==> src/rtl/fft_pkg.sv <==
// Shared definitions for the FFT output-side blocks.
package fft_pkg;

    // Reorder buffer phase: FILL accepts a frame, DRAIN streams it out.
    typedef enum logic {
        FILL  = 1'b0,
        DRAIN = 1'b1
    } state_e;

    // Default frame order used by the FFT core (N = 2^R_DEFAULT samples).
    localparam int R_DEFAULT = 5;

endpackage

==> src/rtl/bitReverse.sv <==
// Index mapper: reverses the bit order of an R-bit index.
module bitReverse #(
    parameter int R = 5
) (
    input  logic [R-1:0] idx,
    output logic [R-1:0] rev
);

    // Bit i of the index lands on bit R-1-i of the result.
    always_comb begin
        rev = '0;
        for (int i = 0; i < R; i++) begin
            rev[R-1-i] = idx[i];
        end
    end

endmodule

==> src/rtl/bit_reverse_reorder.sv <==
// Output-side unscrambler for the in-place FFT: writes a bit-reversed frame
// into a single buffer at bitrev(k), then drains it in natural order.
module bit_reverse_reorder
    import fft_pkg::*;
#(
    parameter int R  = 5,
    parameter int DW = 32
) (
    input  logic          i_clk,
    input  logic          i_rstn,
    input  logic          i_valid,
    output logic          o_ready,
    input  logic [DW-1:0] i_data,
    output logic          o_valid,
    input  logic          i_ready,
    output logic [DW-1:0] o_data,
    output logic          o_last,
    output logic          o_busy
);

    localparam int N = 32'd1 << R;
    localparam logic [R-1:0] LAST_IDX = R'(N - 1);
    localparam logic [R-1:0] CNT_ONE  = R'(1'b1);

    state_e        state_r;
    state_e        state_next_s;
    logic [R-1:0]  wr_cnt_r;
    logic [R-1:0]  wr_cnt_next_s;
    logic [R-1:0]  rd_cnt_r;
    logic [R-1:0]  rd_cnt_next_s;
    logic [R-1:0]  wr_addr_s;
    logic          valid_next_s;
    logic          last_next_s;
    logic [DW-1:0] data_next_s;
    logic          mem_we_s;
    logic          accept_s;
    logic          xfer_s;
    logic [DW-1:0] mem_r [N];

    // Write address is the bit-reversed input stream index.
    bitReverse #(.R(R)) u_bitrev (
        .idx (wr_cnt_r),
        .rev (wr_addr_s)
    );

    // o_ready is a registered copy of "state is FILL", so it gates acceptance directly.
    always_comb begin
        accept_s = i_valid & o_ready;
        xfer_s   = o_valid & i_ready;
    end

    // Next-state and next-output logic for both phases.
    always_comb begin
        state_next_s  = state_r;
        wr_cnt_next_s = wr_cnt_r;
        rd_cnt_next_s = rd_cnt_r;
        valid_next_s  = o_valid;
        last_next_s   = o_last;
        data_next_s   = o_data;
        mem_we_s      = 1'b0;
        case (state_r)
            FILL: begin
                if (accept_s) begin
                    mem_we_s      = 1'b1;
                    wr_cnt_next_s = wr_cnt_r + CNT_ONE;
                    if (wr_cnt_r == LAST_IDX) begin
                        // bitrev(N-1) != 0 for R >= 1, so mem[0] is already written.
                        state_next_s  = DRAIN;
                        data_next_s   = mem_r[0];
                        valid_next_s  = 1'b1;
                        last_next_s   = 1'b0;
                        rd_cnt_next_s = CNT_ONE;
                    end else begin
                        state_next_s  = FILL;
                    end
                end else begin
                    state_next_s = FILL;
                end
            end
            DRAIN: begin
                if (xfer_s) begin
                    if (o_last) begin
                        // Last natural-order sample leaves: reopen for the next frame.
                        state_next_s  = FILL;
                        valid_next_s  = 1'b0;
                        last_next_s   = 1'b0;
                        wr_cnt_next_s = '0;
                        rd_cnt_next_s = '0;
                    end else begin
                        data_next_s   = mem_r[rd_cnt_r];
                        rd_cnt_next_s = rd_cnt_r + CNT_ONE;
                        last_next_s   = (rd_cnt_r == LAST_IDX);
                    end
                end else begin
                    state_next_s = DRAIN;
                end
            end
            default: begin
                state_next_s  = FILL;
                valid_next_s  = 1'b0;
                last_next_s   = 1'b0;
                wr_cnt_next_s = '0;
                rd_cnt_next_s = '0;
            end
        endcase
    end

    // Phase register.
    always_ff @(posedge i_clk or negedge i_rstn) begin
        if (!i_rstn) begin
            state_r <= FILL;
        end else begin
            state_r <= state_next_s;
        end
    end

    // Counters and registered outputs; buffer contents are deliberately not reset.
    always_ff @(posedge i_clk or negedge i_rstn) begin
        if (!i_rstn) begin
            wr_cnt_r <= '0;
            rd_cnt_r <= '0;
            o_valid  <= 1'b0;
            o_last   <= 1'b0;
            o_data   <= '0;
            o_ready  <= 1'b1;
            o_busy   <= 1'b0;
        end else begin
            wr_cnt_r <= wr_cnt_next_s;
            rd_cnt_r <= rd_cnt_next_s;
            o_valid  <= valid_next_s;
            o_last   <= last_next_s;
            o_data   <= data_next_s;
            o_ready  <= (state_next_s == FILL);
            o_busy   <= (state_next_s == DRAIN);
        end
    end

    // Single-port write into the frame buffer.
    always_ff @(posedge i_clk) begin
        if (mem_we_s) begin
            mem_r[wr_addr_s] <= i_data;
        end
    end

endmodule
==> config.mk <==
export PLATFORM = sky130hd
export DESIGN_NAME = bit_reverse_reorder
export DESIGN_NICKNAME = d
export VERILOG_FILES = /design/src/rtl/fft_pkg.sv /design/src/rtl/bitReverse.sv /design/src/rtl/bit_reverse_reorder.sv
export SDC_FILE = /design/constraint.sdc
export NUM_CORES = 1
export LEC_CHECK = 0
export CORE_MARGIN = 2
export CORE_UTILIZATION = 50
export DETAILED_ROUTE_END_ITERATION = 7
export PLACE_DENSITY_LB_ADDON = 0.1
export SLEW_MARGIN = 20
export SYNTH_ARGS = -nofsm -noshare
export SYNTH_HDL_FRONTEND = slang
export SYNTH_HIERARCHICAL = 1
export SYNTH_SLANG_ARGS = --single-unit
==> constraint.sdc <==
create_clock -name i_clk -period 4.1 [get_ports i_clk]
set_input_delay 0.615 -clock i_clk [delete_from_list [all_inputs] [get_ports i_clk]]
set_output_delay 0.615 -clock i_clk [all_outputs]
set_load 0.03 [all_outputs]
# Yosys cells after proc, flatten, opt, wreduce, memory -nomap -nowiden
# Memory sizes are Yosys's and may differ from the RTL's.
# Index checks and enable logic that the tools add are counted.
# totals
output_inout_bits	36
ram_bits	1024
word_cells	58
inputBits	36
reg_bits	46
n_memories	1
# classes
addsub	2
eq_ne	7
bitwise_logic	4
muxes	33
n_reduce_logical	4
# memory_table
memory	depth	word_bits	read_ports	rd_ports_with_merged_regs	wr	line_no	rtl
mem_r	32	32	2	0	1	bit_reverse_reorder.sv:38	logic [DW-1:0] mem_r [N];
# ops
op	count
$mux 32	4
$pmux 32 s2	1
$mux 5	7
$pmux 5 s2	2
$mux 1	16
$add 5x1->5 const B	2
$eq 5x5->1 const B	2
$ne 2x2->1 const B	4
$reduce_and 4->1	2
$pmux 1 s2	3
$reduce_and 3->1	2
$and 1x1->1	2
$ne 2x1->1 const B	1
$not 1->1	2

# Longest topological paths before layout
# logic_depth
depth_word	5
mapped_depth	10
depth_no_buf	7

# Modules after synthesis
# Netlist, hierarchy kept.
# by_module_without_submodules
mod	n_inst	area_each_um2	cells_each
bit_reverse_reorder	1	41890.2	2011
bitReverse	1	37.5	5

# Worst setup path after synthesis
# Ideal clock, no wire load.
# synth_path
path_type	register to register
start	register o_ready
end	memory mem_r[12][0] (enable)
n_path_buf	1
path_slack_ns	0.895
arrival_ns	2.784
required_time_ns	3.679
path_stages_with_launch	5
path_cell_list	dfstp_2 -> and3b_1 -> or3b_2 -> clkbuf_1 -> nor2_1
# synth_via
elab_chain_cells	5
# synth_rtl
element	line_no	rtl
start, declared	bit_reverse_reorder.sv:12	output logic o_ready,
start signal, assigned	bit_reverse_reorder.sv:133	o_ready <= (state_next_s == FILL);
$and 1x1->1	bit_reverse_reorder.sv:48	accept_s = i_valid & o_ready;
$mux 1	bit_reverse_reorder.sv:63	if (accept_s) begin
$mux 1	bit_reverse_reorder.sv:61	case (state_r)
$mux 1	bit_reverse_reorder.sv:140	if (mem_we_s) begin
$mux 1 (not written as such)	bit_reverse_reorder.sv:141	mem_r[wr_addr_s] <= i_data;
end, declared	bit_reverse_reorder.sv:38	
# No other way between the ends.

# Final worst setup path
# layout_path
start	register rd_cnt_r[0]
end	register o_data[11]
# layout_via
elab_chain_cells	4
# layout_rtl
element	line_no	rtl
start, declared	bit_reverse_reorder.sv:29	logic [R-1:0] rd_cnt_r;
start signal, assigned	bit_reverse_reorder.sv:129	rd_cnt_r <= rd_cnt_next_s;
$mem_v2 32x32	-	
$mux 32	bit_reverse_reorder.sv:82	if (o_last) begin
$mux 32	bit_reverse_reorder.sv:81	if (xfer_s) begin
$pmux 32 s2	bit_reverse_reorder.sv:61	
end signal, assigned	bit_reverse_reorder.sv:132	o_data <= data_next_s;
end, declared	bit_reverse_reorder.sv:16	output logic [DW-1:0] o_data,
# No other way between the ends. The select of a mux whose other input is x is not followed.
# A chain may end at the register's enable or synchronous reset.

==> flow_summary.ini <==
[run_status]
status = finished, final reports clean

[floorplan]
start_util = 0.503
io_pins = 72
coreArea_mm2 = 0.0833
die_w_um = 294
die_area_mm2 = 0.0862
die_h_um = 294
num_rows = 106

[route]
drt_pass1_iterations = 8
drt-vias-per-instance = 6.07
routed_wl_um = 99000
dr_total_vias = 20363
routedWlPerCell_um = 29.5
drc = 0
ant_nets = 0
drtIter0Drc = 1724

[yosys]
syn-cell-area_mm2 = 0.0419
synth_top_area_cell = edfxtp_1
syn_nets = 2056
synth_most_common_cell = edfxtp_1
ys_top_cells_by_count = 1024 x edfxtp_1, 224 x mux2i_1, 160 x mux4_2
synth_area_per_cell_um2 = 20.8
synth-edff-count = 1024
ys.flop_type = edfxtp_1
synth.yosys.seq_area_share = 0.761
syn_inst = 2016
synthArstFlopShare = 0.0430
yosys_warnings = 6
synth.top_cell.area_share = 0.733
synth_area_leaders = edfxtp_1 73%, mux4_2 8.6%, mux2i_1 5.3%, dfrtp_1 2.7%, a22oi_1 1.1%
ys_seq_elements = 1070
yosysUniqueCellTypes = 44

[place]
pre_cts_slack_ns = 0.710
gp_congestion = 0.830
dp_hpwl_um = 60900
placement.io_buffers = 71

[sta]
setup_viol = 0
slew_headroom = 0.379
final_max_slew_viol_count = 0
rsz0062_at_grt = false
clock.fmax_ghz = 0.324
skew_ns = 0.0185
worstMarginPinSlew_ns = 0.928
period_needed_ns = 3.09
setup_slack_ns = 1.01
hold_violations = 0
tns_ns = 0
fin_crit_sh = 0.753

[power_and_ir_drop]
power_w = 0.0260
p_comb_frac = 0.132
swShare = 0.251
pwr_density_cell_mw_per_mm2 = 539
p_leak_nw = 17.1
switching_power_w = 0.00653
p_clk_frac = 0.371
seqPwrFrac = 0.498
p_int_w = 0.0194
ir_worst_vdd_mv = 0.367

[layout]
final_nets = 2222
area_delta_synth_final_pct = 14.9
layout-drive-gt1-share = 0.248
num_antenna_cells = 0

[clocking]
postCtsSetupBuffers = 0
clockRootBuffer = clkbuf_16
cts_tree = done
htreeDepth = 3
clk_path_buf_depth = 3
clock_latency_ns = 0.66
numCtsBuffers = 106
cts.clk_slew.worst_paths_ns = 0.06
cts_resized = 0
cts_hold_repair.buffers = 1
cts_sinks = 1070

[worst_setup_path]
slowest_stage = a221oi_1
critPathKind = reg2reg
cp_max_fo = 58
crit_chain = buf_12 -> mux4_2 -> mux2_2 -> a221oi_1 -> buf_4 -> o41ai_2
start_kind = flip-flop
crit_arrival_ns = 3.61
rrSetupSlack_ns = 1.01
end_kind = flip-flop
max_stage_delay_ns = 0.74
crit_required_ns = 4.62

[grt]
grt.overflow.total = 0
grt_pass1_vias = 20811
globalRouteTotalUtil = 0.232
grt_max_degree = 59
grt_pass1_wl_um = 145000
antenna_found_initial = 1

[hold_path]
hp-class = in2async

[run]
maxCapViolCount = 0
## critical path, delay by kind of cell, from the launching register on
kind	cells	cell delay, ns
compound gates	2	0.81
buf+inv	2	0.64
flops	1	0.56
mux	2	0.88
## placed cells by master, fill, tap and decap left out, types with 3 or more instances in the layout
| cell type | netlist | layout |
|---|---|---|
| edfxtp_1 | 1024 | 1024 |
| mux2i_1 | 224 | 224 |
| mux4_2 | 160 | 160 |
| clkbuf_16 | 0 | 111 |
| buf_4 | 15 | 86 |
| nor2b_1 | 69 | 66 |
| a22oi_1 | 64 | 64 |
| clkdlybuf4s50_1 | 0 | 60 |
| dfrtp_1 | 45 | 40 |
| a21oi_1 | 35 | 35 |
| nor2_4 | 0 | 33 |
| mux2_2 | 33 | 33 |
| o221ai_1 | 33 | 33 |
| a211oi_1 | 32 | 32 |
| buf_12 | 4 | 30 |
| o41ai_2 | 29 | 29 |
| clkinv_1 | 0 | 27 |
| a221oi_1 | 22 | 22 |
| clkinv_2 | 0 | 21 |
| clkbuf_1 | 66 | 17 |
| buf_2 | 22 | 11 |
| nand2_1 | 13 | 10 |
| a221oi_2 | 10 | 10 |
| bufinv_16 | 0 | 9 |
| clkbuf_8 | 0 | 7 |
| nand3b_1 | 6 | 6 |
| nand3_1 | 6 | 6 |
| o21ai_0 | 6 | 6 |
| inv_1 | 6 | 6 |
| nor2_1 | 37 | 4 |
| and3_1 | 4 | 4 |
| ha_1 | 4 | 4 |
| clkinvlp_4 | 0 | 4 |
| or3b_2 | 3 | 3 |
| nor2b_4 | 0 | 3 |
| nand2_2 | 0 | 3 |
| o41ai_1 | 3 | 3 |
| dfrtp_4 | 0 | 3 |
## path summary, 6_finish.rpt
check	startpoint	end	cells after the start
max	rd_cnt_r[0]$_DFFE_PN0P_	o_data[11]$_DFFE_PN0P_	6
min	i_rstn	o_data[9]$_DFFE_PN0P_	2
min reg2reg	o_data[13]$_DFFE_PN0P_	o_data[13]$_DFFE_PN0P_	2
min in group i_clk	i_data[22]	mem_r[31][22]$_DFFE_PP_	1
max reg2reg	rd_cnt_r[0]$_DFFE_PN0P_	o_data[11]$_DFFE_PN0P_	6
max in group asynchronous	i_rstn	rd_cnt_r[2]$_DFFE_PN0P_	3
## flip-flops by register name (all words and copies together) (netlist names)
name and flops:
wr_cnt_r 5, o_last 1, rd_cnt_r 5, o_ready 1
o_valid 1, o_busy 1, mem_r 1024, o_data 32
## final cells by class
class | count | area, µm²
multi-input combinational | 810 | 9490
clock inverter | 64 | 533
timing repair buffer | 188 | 1910
fill | 6100 | 35100
sequential | 1070 | 31900
tap | 1080 | 1350
inverter | 6 | 22.5
clock buffer | 135 | 2940
## layer usage
metal	wire, µm	vias up	global-route usage
li1	-	8753	-
met1	42900	10849	0.333
met2	48900	621	0.381
met3	4940	140	0.0286
met4	2270	0	0.0627
met5	0	-	0
## per-stage QoR
step | hold slack (ns) | util | cell area (µm²) | std cells
final | 0.417 | 0.578 | 48200 | 3353
after global routing | 0.412 | 0.578 | 48200 | 3353
after global placement | 0.524 | 0.537 | 44700 | 3153
after floorplan | 0.319 | - | 41900 | 2016
after CTS | 0.399 | 0.579 | 48200 | 3353
after detailed placement | 0.511 | 0.537 | 44700 | 3153
## kinds of logic after synthesis
kind of cell / count (synthesis) / share of synthesized area
AOI/OAI and AO/OA: 241 / 0.0505
xor gates and xnor gates: 2 / 0.000418
adders and majority gates: 4 / 0.00119
buffers and inverters: 136 / 0.0197
DFF: 1070 / 0.761
muxes: 417 / 0.148
and+or+nand+nor: 146 / 0.0191
## power groups by stage
stage	sequential, W	clock (W)	combinational [W]
2_1_floorplan	0.0131	0	0.00182
3_3_place_gp	0.0131	0	0.00342
3_5_place_dp	0.0132	0	0.00346
4_1_cts	0.0129	0.00977	0.00347
5_1_grt	0.0130	0.0102	0.00361
6_report	0.0129	0.00963	0.00342
Power figures use the tool's default switching activity.
